## config.mk

```make
export PLATFORM = sky130hd
export DESIGN_NAME = cpu_sequencer_flat
export DESIGN_NICKNAME = d
export VERILOG_FILES = /design/src/rtl/cpu_sequencer_pkg.sv /design/src/rtl/cpu_sequencer_if.sv /design/src/rtl/cpu_sequencer_decoder.sv /design/src/rtl/cpu_sequencer.sv /design/src/flat_wrapper.sv
export SDC_FILE = /design/constraint.sdc
export NUM_CORES = 1
export LEC_CHECK = 0
export CAP_MARGIN = 15
export CORE_MARGIN = 1.5
export CORE_UTILIZATION = 30
export CTS_BUF_LIST = sky130_fd_sc_hd__clkbuf_4 sky130_fd_sc_hd__clkbuf_8
export DETAILED_ROUTE_END_ITERATION = 10
export HOLD_SLACK_MARGIN = 0.08
export PLACE_DENSITY = 0.52
export SETUP_SLACK_MARGIN = 0.2
export SLEW_MARGIN = 20
export SYNTH_ARGS = -nofsm -noshare
export SYNTH_HDL_FRONTEND = slang
export SYNTH_SLANG_ARGS = --single-unit
export TNS_END_PERCENT = 30
```

## constraint.sdc

```tcl
create_clock -name clk -period 6.5 [get_ports clk]
set_clock_uncertainty 0.2 [all_clocks]
set_input_delay 0.65 -clock clk [delete_from_list [all_inputs] [get_ports clk]]
set_output_delay 0.65 -clock clk [all_outputs]
set_load 0.01 [all_outputs]
```

## src/rtl/cpu_sequencer_pkg.sv

```systemverilog
// Shared types and constants for the multi-cycle RV32 ALU sequencer.
package cpu_sequencer_pkg;

  localparam int unsigned XLEN = 32;
  localparam logic [XLEN-1:0] NOP_INSN = 32'h0000_0013;

  typedef enum logic [2:0] {
    ALU_ADD = 3'd0,
    ALU_SUB = 3'd1,
    ALU_AND = 3'd2,
    ALU_OR  = 3'd3,
    ALU_XOR = 3'd4,
    ALU_SLL = 3'd5,
    ALU_SRL = 3'd6,
    ALU_SLT = 3'd7
  } alu_op_t;

  typedef enum logic [6:0] {
    ALU_WITH_TWO_REGISTERS = 7'b0110011,
    ALU_WITH_IMMEDIATE     = 7'b0010011
  } opcode_t;

  typedef enum logic [2:0] {
    IDLE   = 3'd0,
    FETCH  = 3'd1,
    DECODE = 3'd2,
    EXEC   = 3'd3,
    WB     = 3'd4,
    TRAP   = 3'd5
  } seq_state_t;

  typedef enum logic [1:0] {
    CAUSE_NONE          = 2'd0,
    CAUSE_ILLEGAL       = 2'd1,
    CAUSE_FETCH_TIMEOUT = 2'd2
  } trap_cause_t;

  // funct3 -> ALU operation, shared by R and I formats (f3=000 refined by caller for R).
  function automatic alu_op_t funct3_to_op(input logic [2:0] f3);
    alu_op_t op;
    op = ALU_ADD;
    case (f3)
      3'b000:         op = ALU_ADD;
      3'b001:         op = ALU_SLL;
      3'b010, 3'b011: op = ALU_SLT;
      3'b100:         op = ALU_XOR;
      3'b101:         op = ALU_SRL;
      3'b110:         op = ALU_OR;
      default:        op = ALU_AND;
    endcase
    return op;
  endfunction

  function automatic logic is_busy(input seq_state_t s);
    return (s != IDLE) && (s != TRAP);
  endfunction

endpackage

```

## src/rtl/cpu_sequencer_if.sv

```systemverilog
// Instruction-memory fetch handshake between the sequencer and imem.
interface cpu_sequencer_if;
  logic                                imem_req;
  logic                                imem_ack;
  logic [cpu_sequencer_pkg::XLEN-1:0]  imem_rdata;

  modport master (output imem_req, input imem_ack, input imem_rdata);
  modport slave  (input imem_req, output imem_ack, output imem_rdata);
endinterface

```

## src/rtl/cpu_sequencer_decoder.sv

```systemverilog
// Combinational instruction decode: opcode/funct fields -> alu_op, b-mux select, legality.
module cpu_sequencer_decoder
  import cpu_sequencer_pkg::*;
(
  input  logic [6:0] opcode_i,
  input  logic [2:0] funct3_i,
  input  logic [6:0] funct7_i,
  output alu_op_t    alu_op_o,
  output logic       use_imm_o,
  output logic       legal_o
);

  always_comb begin
    alu_op_o  = ALU_ADD;
    use_imm_o = 1'b0;
    legal_o   = 1'b0;
    case (opcode_i)
      ALU_WITH_TWO_REGISTERS: begin
        legal_o  = 1'b1;
        alu_op_o = funct3_to_op(funct3_i);
        // Only the ADD/SUB slot qualifies on funct7.
        if (funct3_i == 3'b000) begin
          if (funct7_i == 7'b0100000) begin
            alu_op_o = ALU_SUB;
          end else if (funct7_i != 7'b0000000) begin
            legal_o = 1'b0;
          end
        end
      end
      ALU_WITH_IMMEDIATE: begin
        legal_o   = 1'b1;
        use_imm_o = 1'b1;
        alu_op_o  = funct3_to_op(funct3_i);
      end
      default: ;
    endcase
  end

endmodule

```

## src/rtl/cpu_sequencer.sv

```systemverilog
// Multi-cycle control FSM: fetch over req/ack, decode, exec, write-back, with run/step/halt control.
module cpu_sequencer
  import cpu_sequencer_pkg::*;
#(
  parameter int unsigned IMEM_TIMEOUT = 16,
  parameter int unsigned CNT_W        = 32,
  parameter bit          RESET_RUN    = 1'b0
) (
  input  logic              clk,
  input  logic              reset,
  input  logic              run,
  input  logic              step,
  input  logic              halt_req,
  cpu_sequencer_if.master   imem,
  output logic [XLEN-1:0]   ir,
  output alu_op_t           alu_op,
  output logic              use_imm,
  output logic              reg_write,
  output logic              pc_en,
  output logic              busy,
  output logic              trap,
  output trap_cause_t       trap_cause,
  output logic [CNT_W-1:0]  cycle_count,
  output logic [CNT_W-1:0]  instret_count
);

  localparam int unsigned TMO_W = $clog2(IMEM_TIMEOUT + 1);
  localparam seq_state_t  RESET_STATE = RESET_RUN ? FETCH : IDLE;

  seq_state_t        state_q, state_d;
  logic              step_q, step_d;
  logic [TMO_W-1:0]  tmo_q, tmo_d;
  logic [XLEN-1:0]   ir_q, ir_d;
  trap_cause_t       cause_q, cause_d;
  logic              imem_req_q, imem_req_d;
  logic              reg_write_q, reg_write_d;
  logic              pc_en_q, pc_en_d;
  logic              busy_q, busy_d;
  logic              trap_q, trap_d;
  logic [CNT_W-1:0]  cycle_q, instret_q;
  logic              dec_legal;

  cpu_sequencer_decoder u_dec (
    .opcode_i  (ir_q[6:0]),
    .funct3_i  (ir_q[14:12]),
    .funct7_i  (ir_q[31:25]),
    .alu_op_o  (alu_op),
    .use_imm_o (use_imm),
    .legal_o   (dec_legal)
  );

  // Next-state and registered-output decode.
  always_comb begin
    state_d = state_q;
    step_d  = step_q;
    tmo_d   = tmo_q;
    ir_d    = ir_q;
    cause_d = cause_q;
    case (state_q)
      IDLE: begin
        if (!halt_req) begin
          if (step) begin
            state_d = FETCH;
            step_d  = 1'b1;
          end else if (run) begin
            state_d = FETCH;
          end
        end
      end
      FETCH: begin
        if (imem.imem_ack) begin
          ir_d    = imem.imem_rdata;
          state_d = DECODE;
        end else if (tmo_q == TMO_W'(IMEM_TIMEOUT - 1)) begin
          state_d = TRAP;
          cause_d = CAUSE_FETCH_TIMEOUT;
        end else begin
          tmo_d = tmo_q + TMO_W'(1);
        end
      end
      DECODE: begin
        if (dec_legal) begin
          state_d = EXEC;
        end else begin
          state_d = TRAP;
          cause_d = CAUSE_ILLEGAL;
        end
      end
      EXEC: state_d = WB;
      WB: begin
        if (step_q || halt_req) begin
          state_d = IDLE;
          step_d  = 1'b0;
        end else begin
          state_d = FETCH;
        end
      end
      TRAP: ;
      default: state_d = IDLE;
    endcase

    if ((state_d == FETCH) && (state_q != FETCH)) begin
      tmo_d = '0;
    end

    // Strobes are registered a cycle early so they line up with the state they belong to.
    imem_req_d  = (state_d == FETCH);
    pc_en_d     = (state_d == WB);
    reg_write_d = (state_d == WB) && (ir_q[11:7] != 5'd0);
    busy_d      = is_busy(state_d);
    trap_d      = (state_d == TRAP);
  end

  always_ff @(posedge clk) begin
    if (reset) begin
      state_q     <= RESET_STATE;
      step_q      <= 1'b0;
      tmo_q       <= '0;
      ir_q        <= NOP_INSN;
      cause_q     <= CAUSE_NONE;
      imem_req_q  <= (RESET_STATE == FETCH);
      reg_write_q <= 1'b0;
      pc_en_q     <= 1'b0;
      busy_q      <= is_busy(RESET_STATE);
      trap_q      <= 1'b0;
      cycle_q     <= '0;
      instret_q   <= '0;
    end else begin
      state_q     <= state_d;
      step_q      <= step_d;
      tmo_q       <= tmo_d;
      ir_q        <= ir_d;
      cause_q     <= cause_d;
      imem_req_q  <= imem_req_d;
      reg_write_q <= reg_write_d;
      pc_en_q     <= pc_en_d;
      busy_q      <= busy_d;
      trap_q      <= trap_d;
      if (is_busy(state_q)) begin
        cycle_q <= cycle_q + CNT_W'(1);
      end
      if (state_q == WB) begin
        instret_q <= instret_q + CNT_W'(1);
      end
    end
  end

  assign imem.imem_req  = imem_req_q;
  assign ir             = ir_q;
  assign reg_write      = reg_write_q;
  assign pc_en          = pc_en_q;
  assign busy           = busy_q;
  assign trap           = trap_q;
  assign trap_cause     = cause_q;
  assign cycle_count    = cycle_q;
  assign instret_count  = instret_q;

endmodule

```

## src/flat_wrapper.sv

```systemverilog
// flat-port wrapper written by rule: the top's interface ports become plain ports
module cpu_sequencer_flat import cpu_sequencer_pkg::*;
#(
  parameter int unsigned IMEM_TIMEOUT = 16,
  parameter int unsigned CNT_W        = 32,
  parameter bit          RESET_RUN    = 1'b0
)
  (clk, reset, run, step, halt_req, ir, alu_op, use_imm, reg_write, pc_en, busy, trap, trap_cause, cycle_count, instret_count, imem_imem_req, imem_imem_ack, imem_imem_rdata);
  cpu_sequencer_if imem_i ();
  input  logic clk;
  input  logic reset;
  input  logic run;
  input  logic step;
  input  logic halt_req;
  output logic [XLEN-1:0] ir;
  output alu_op_t alu_op;
  output logic use_imm;
  output logic reg_write;
  output logic pc_en;
  output logic busy;
  output logic trap;
  output trap_cause_t trap_cause;
  output logic [CNT_W-1:0] cycle_count;
  output logic [CNT_W-1:0] instret_count;
  output wire logic [$bits(imem_i.imem_req)-1:0] imem_imem_req;
  input wire logic [$bits(imem_i.imem_ack)-1:0] imem_imem_ack;
  input wire logic [$bits(imem_i.imem_rdata)-1:0] imem_imem_rdata;
  assign imem_imem_req = imem_i.imem_req;
  assign imem_i.imem_ack = imem_imem_ack;
  assign imem_i.imem_rdata = imem_imem_rdata;
  cpu_sequencer #(.IMEM_TIMEOUT(IMEM_TIMEOUT), .CNT_W(CNT_W), .RESET_RUN(RESET_RUN)) u_core (.clk(clk), .reset(reset), .run(run), .step(step), .halt_req(halt_req), .imem(imem_i), .ir(ir), .alu_op(alu_op), .use_imm(use_imm), .reg_write(reg_write), .pc_en(pc_en), .busy(busy), .trap(trap), .trap_cause(trap_cause), .cycle_count(cycle_count), .instret_count(instret_count));
endmodule
```

Yosys cells after proc, flatten, opt, wreduce, memory -nomap -nowiden
Cells that the tools add are included.

Input bits: 38. Register bits: 112.

Bitwise operators: 2. Multiplexer cells: 25. $add $sub $neg: 3. Equal/unequal tests: 27. Reduce and logical (&&, ||, !) cells: 19.

Operator list (count): 32-bit by 1-bit adder with 32-bit output, second input constant (2); 3-bit case mux with 6 select lines (2); 3-bit 2-to-1 mux (8); 3-bit == test, second input constant (7); 7-bit by 6-bit == test with 1-bit output, second input constant (2); 3-bit by 2-bit == test with 1-bit output, second input constant (4); 3-bit by 1-bit == test with 1-bit output, second input constant (3); 1-bit 2-to-1 mux (8); 2-bit != test, second input constant (4); 4-bit AND reduction (2); 7-bit by 5-bit == test with 1-bit output, second input constant (1); 7-bit nonzero test (1); 3-bit logical NOT (2); 2-bit 2-to-1 mux (3); 3-bit != test, second input constant (2); 3-bit case mux with 2 select lines (1); 3-bit nonzero test (2); 5-bit by 1-bit adder with 5-bit output, second input constant (1); 5-bit by 4-bit == test with 1-bit output, second input constant (1); 5-bit nonzero test (1); 1-bit logical AND (4); 2-bit by 1-bit != test with 1-bit output, second input constant (2); 1-bit case mux with 2 select lines (2); 2-bit case mux with 2 select lines (1); other kinds (7) (10).

Longest topological paths before layout
Word-level depth: 10. Depth in mapped cells: 7. Mapped depth without buffers: 7.

Modules after synthesis
Synthesis repeated with hierarchy kept, for this count alone.

Cell total of the unflattened synthesis: 572. Area, all modules: 4814.6 um^2.

By module, submodules not included: cpu_sequencer (area an instance 4690.7 um^2, cells each 556, instances 1); cpu_sequencer_decoder (area an instance 123.9 um^2, cells each 16, instances 1).

Least setup slack after synthesis
No wires, ideal clock.

Path type: reg2reg. Start: reg u_core.instret_q[4], in the netlist u_core.instret_count[4]. End: reg u_core.instret_q[31], in the netlist u_core.instret_count[31]. Stages on the path, launching flop included: 7. Data required time: 6.179 ns. Arrival time: 1.993 ns. Period minus slack after synthesis: 2.314 ns. Path buffers: 1. Setup slack: 4.186 ns. Path through: dfxtp_1 > nand3_2 > or4_1 > clkbuf_2 > or3_1 > nor3_2 > mux2_2.

Word-level cells in the longest chain between the ends: 1.

RTL lines: start: declaration (line cpu_sequencer.sv:40) `logic [CNT_W-1:0] cycle_q, instret_q;`; start signal: assignment (line cpu_sequencer.sv:143) `instret_q <= instret_q + CNT_W'(1);`; 32-bit by 1-bit adder with 32-bit output (line cpu_sequencer.sv:143).

Every way passes these cells. A chain may end at the register's enable or synchronous reset.

Worst setup path in the final report
Start: reg u_core.ir_q[2], in the netlist u_core.ir[2]. End: out alu_op[2].

Word-level cells in the longest chain between the ends: 2. Elaborated cells between the ends (all ways): 3.

RTL lines: start: declaration (line cpu_sequencer.sv:33) `logic [XLEN-1:0] ir_q, ir_d;`; start signal: assignment (line cpu_sequencer.sv:132) `ir_q <= ir_d;`; 7-bit by 5-bit == test with 1-bit output / 7-bit by 6-bit == test with 1-bit output (equally long branches) (line cpu_sequencer_decoder.sv:17) `case (opcode_i)`; 3-bit case mux with 2 select lines (*) (line cpu_sequencer_decoder.sv:17); end: declaration (line flat_wrapper.sv:16) `output alu_op_t alu_op;`.

Mark *: on every way between the ends. The rest lies on a longest branch, timed or not.

==> metrics.md <==
| Metric | Value |
|---|---|
| Starting density of the core | 30.7% |
| Yosys warns | 0 |
| CTS tree | yes |
| Post-synthesis async set-or-reset flop share | 0% |
| Leakage | 2.23 nW |
| Hold path startpoint | u_core.ir[15]$_SDFFE_PP0P_ |
| Max transition margin | 57.7% |
| Largest net degree at the start of global routing | 66 |
| Fin crit share | 46.5% |
| DR WL/cell | 13.7 um |
| Post-synthesis adder-cell area fraction | 1.02% |
| RSZ-0062 raised after global routing | false |
| Worst r2r src | u_core.state_q[2]$_SDFF_PP0_ |
| Largest family of logic cells by synthesized area | simple AND/OR/NAND/NOR gates |
| Nets | 764 |
| Clk pin slew, worst setup/hold paths | 0.11 ns |
| Antenna violations before repair | 0 |
| Number of max-cap violations | 0 |
| Antenna fix cells | 0 |
| Fillers | 1587 |
| DR vias/cell | 4.76 |
| Min Tclk post-route | 3.02 ns |
| Die X | 131 um |
| Max Buffers Root-to-Sink | 2 |
| RePlAce Congestion | 0.779 |
| Commonest cells after routing, fill and taps aside | clkdlybuf4s50_1 (143), dfxtp_1 (112), nand2_1 (92) |
| CP Cell Sequence | nor4b_1 -> nand3_1 -> a211oi_1 -> clkdlybuf4s50_1 |
| I/O pin total | 145 |
| Gr usage total | 15.6% |
| Clock root buffer | clkbuf_8 |
| RR Endpoint | u_core.instret_count[31]$_SDFFE_PP0P_ |
| Top cell type's share of synthesized area | 45.9% |
| Post-Syn Area | 4880 um^2 |
| WP buf/inv | 1 |
| GR Util met1 | 19.9% |
| Area Growth Syn to Fin | 38.0% |
| Share of layout cells above drive strength 1 | 6.05% |
| Max Freq | 331 MHz |
| Via count | 4493 |
| Sequential fraction of the synthesis area | 45.9% |
| Core ar. | 15900 um^2 |
| Min Hold Slack | 0.267 ns |
| Busiest grt layer | met2 |
| Critical-path top delay cell | clkdlybuf4s50_1 |
| Layout Cells excl Fill | 943 |
| Post-synthesis xor/xnor area fraction | 7.53% |
| Port bufs | 144 |
| Cells after Synth | 595 |
| Worst Hold Path EP | u_core.ir[15]$_SDFFE_PP0P_ |
| Synth top area cells | dfxtp_1 (46%), nand2_1 (7.1%), xnor2_1 (5.6%) |
| Simple-gate share of the synthesized area | 30.1% |
| Clk sinks | 112 |
| Gr ovfl total | 0 |
| Setup TNS | 0 ns |
| Post-CTS Resized | 0 |
| # DRC | 0 |
| Synth unique cells | 49 |
| Slew Viols, Final | 0 |
| Most common cell after layout, fill and taps aside | clkdlybuf4s50_1 |
| First-pass GRT wire length | 20900 um |
| Worst EP required | 5.65 ns |
| Post-CTS Setup Repair Bufs | 0 |
| Outcome | finished clean |
| Met2 Use GR | 24.1% |
| Num rows | 46 |
| Critical Path Start Type | flip-flop |
| Worst Setup End Kind | primary output |
| Area of placed instances | 6500 um^2 |
| Post-route cell area | 6740 um^2 |
| Final Hold Fails | 0 |
| Compound-gate portion of the synthesized area | 9.94% |
| Setup ws final | 3.48 ns |
| Worst Reg-to-Reg Cells | 5 |
| H-tree lvl count | 3 |
| Hold_buf cts | 0 |
| Crit Path Class | flip-flop to primary output |
| Syn_area_per_cell | 8.21 um^2 |
| Vias in the first global route | 4297 |
| Post-synthesis register bit count | 112 |
| Routed wire length | 12900 um |
| Crit path arrival time | 2.17 ns |
| DR iter-0 viols | 224 |
| Placed Instances | 927 |
| Crit path max-delay family | buffers and inverters |
| Place WS | 3.68 ns |
| DP HPWL | 9110 um |
| Met3 GRT Util | 5.74% |
| CTS Buf Count | 9 |
| Post-synth EDFFs | 0 |
| Largest area contributor in the netlist | dfxtp_1 |
| PwrDens | 200 nW/um^2 |
| Crit-path max FO | 5 |
| Hold Path Class | flip-flop to flip-flop |
| Final setup viols | 0 |
| Mux cell area share after synthesis | 2.00% |
| WHS Path Cells | 2 |
| Die Area | 17100 um^2 |
| Worst-Margin Slew | 0.634 ns |
| Ys flop type | dfxtp_1 |
| Syn_nets | 637 |
| Setup slack, reg-to-reg | 3.83 ns |
| DIE HEIGHT | 131 um |
| Peak supply drop | 0.121 mV |
| Pre-antenna DRT Iters | 6 |
| Max incr delay on CP | 0.60 ns |
| Later-pin clock latency in the skew report | 0.39 ns |
| Routed Antenna Nets | 0 |
## worst min-delay path, delay by kind of cell (launching register included)
kind,cells,cell delay (ns)
DFF,1,0.33
and+or+nand+nor,1,0.05
AOI/OAI and AO/OA,1,0.05
## cell type report
type | instances | area (um^2) | area share, %
multi-input cells | 438 | 2480 | 36.7
flip-flops and latches | 112 | 2240 | 33.3
repair buffers | 147 | 1460 | 21.7
well taps | 216 | 270 | 4.01
clock buffers | 11 | 151 | 2.25
clock inverters | 5 | 85.1 | 1.26
inverters | 14 | 52.6 | 0.780
## sequential cells by signal, summed over array words and instances (netlist names)
| register | count |
|---|---|
| u_core.instret_count | 32 |
| u_core.trap | 1 |
| u_core.state_q | 3 |
| u_core.imem.imem_req | 1 |
| u_core.cycle_count | 32 |
| u_core.reg_write | 1 |
| u_core.ir | 32 |
| u_core.step_q | 1 |
| u_core.pc_en | 1 |
| u_core.tmo_q | 5 |
| u_core.trap_cause | 2 |
| u_core.busy | 1 |
## report_power, final
| group | total [W] | internal (W) | switching, W |
|---|---|---|---|
| registers | 0.000719 | 0.000702 | 0.0000174 |
| logic | 0.000142 | 0.0000719 | 0.0000696 |
| clock network | 0.000489 | 0.000241 | 0.000248 |
| total | 0.00135 | 0.00102 | 0.000335 |
## cells in the mapped netlist, drive strengths merged, types with 2 or more instances
library cell / count
nor3: 19
nor2b: 9
mux2i: 3
nor4: 14
a31oi: 5
nand3: 22
or3: 14
nor3b: 3
clkbuf: 25
and4: 7
dfxtp: 112
nand3b: 4
or4: 5
o21ai: 17
nand4: 15
ha: 4
and3: 6
a31o: 3
nor2: 72
xnor2: 31
and2: 2
or2: 3
buf: 6
xor2: 11
nand2: 92
inv: 14
mux2: 6
a211oi: 3
a21oi: 50
nand2b: 7
## through the flow
stage | utilization (%) | power [W]
floorplan | - | 0.000804
global placement | 40.9 | 0.000877
detailed placement | 40.9 | 0.000878
CTS | 42.4 | 0.00137
global route | 42.4 | 0.00142
finish | 42.4 | 0.00135
## cell families (layout without fill, tap and decap cells)
family / count (synthesis) / after routing
simple gates: 297 / 297
flops: 112 / 112
compound gates: 86 / 86
buf+inv: 45 / 177
xor+xnor: 42 / 42
mux: 9 / 9
fa+ha+maj: 4 / 4
## how the worst max path moves through the flow
stage,from,endpoint,slack [ns],cells after the start
after global routing,u_core.ir[2]$_SDFFE_PP0P_,alu_op[2],3.30,4
final,u_core.ir[2]$_SDFFE_PP0P_,alu_op[2],3.48,4
after floorplan,u_core.instret_count[4]$_SDFFE_PP0P_,u_core.instret_count[31]$_SDFFE_PP0P_,4.19,6
after global placement,imem_imem_ack,u_core.ir[2]$_SDFFE_PP0P_,3.70,5
after detailed placement,imem_imem_ack,u_core.ir[24]$_SDFFE_PP0P_,3.68,5
after CTS,u_core.ir[2]$_SDFFE_PP0P_,alu_op[2],3.40,4
## routing by layer
metal / part of all wire, % / vias up
li1: - / 2298
met1: 46 / 2055
met2: 44 / 128
met3: 8.4 / 12
met4: 1.3 / 0
met5: 0 / -
No activity file was read; power rests on OpenSTA's default activity.
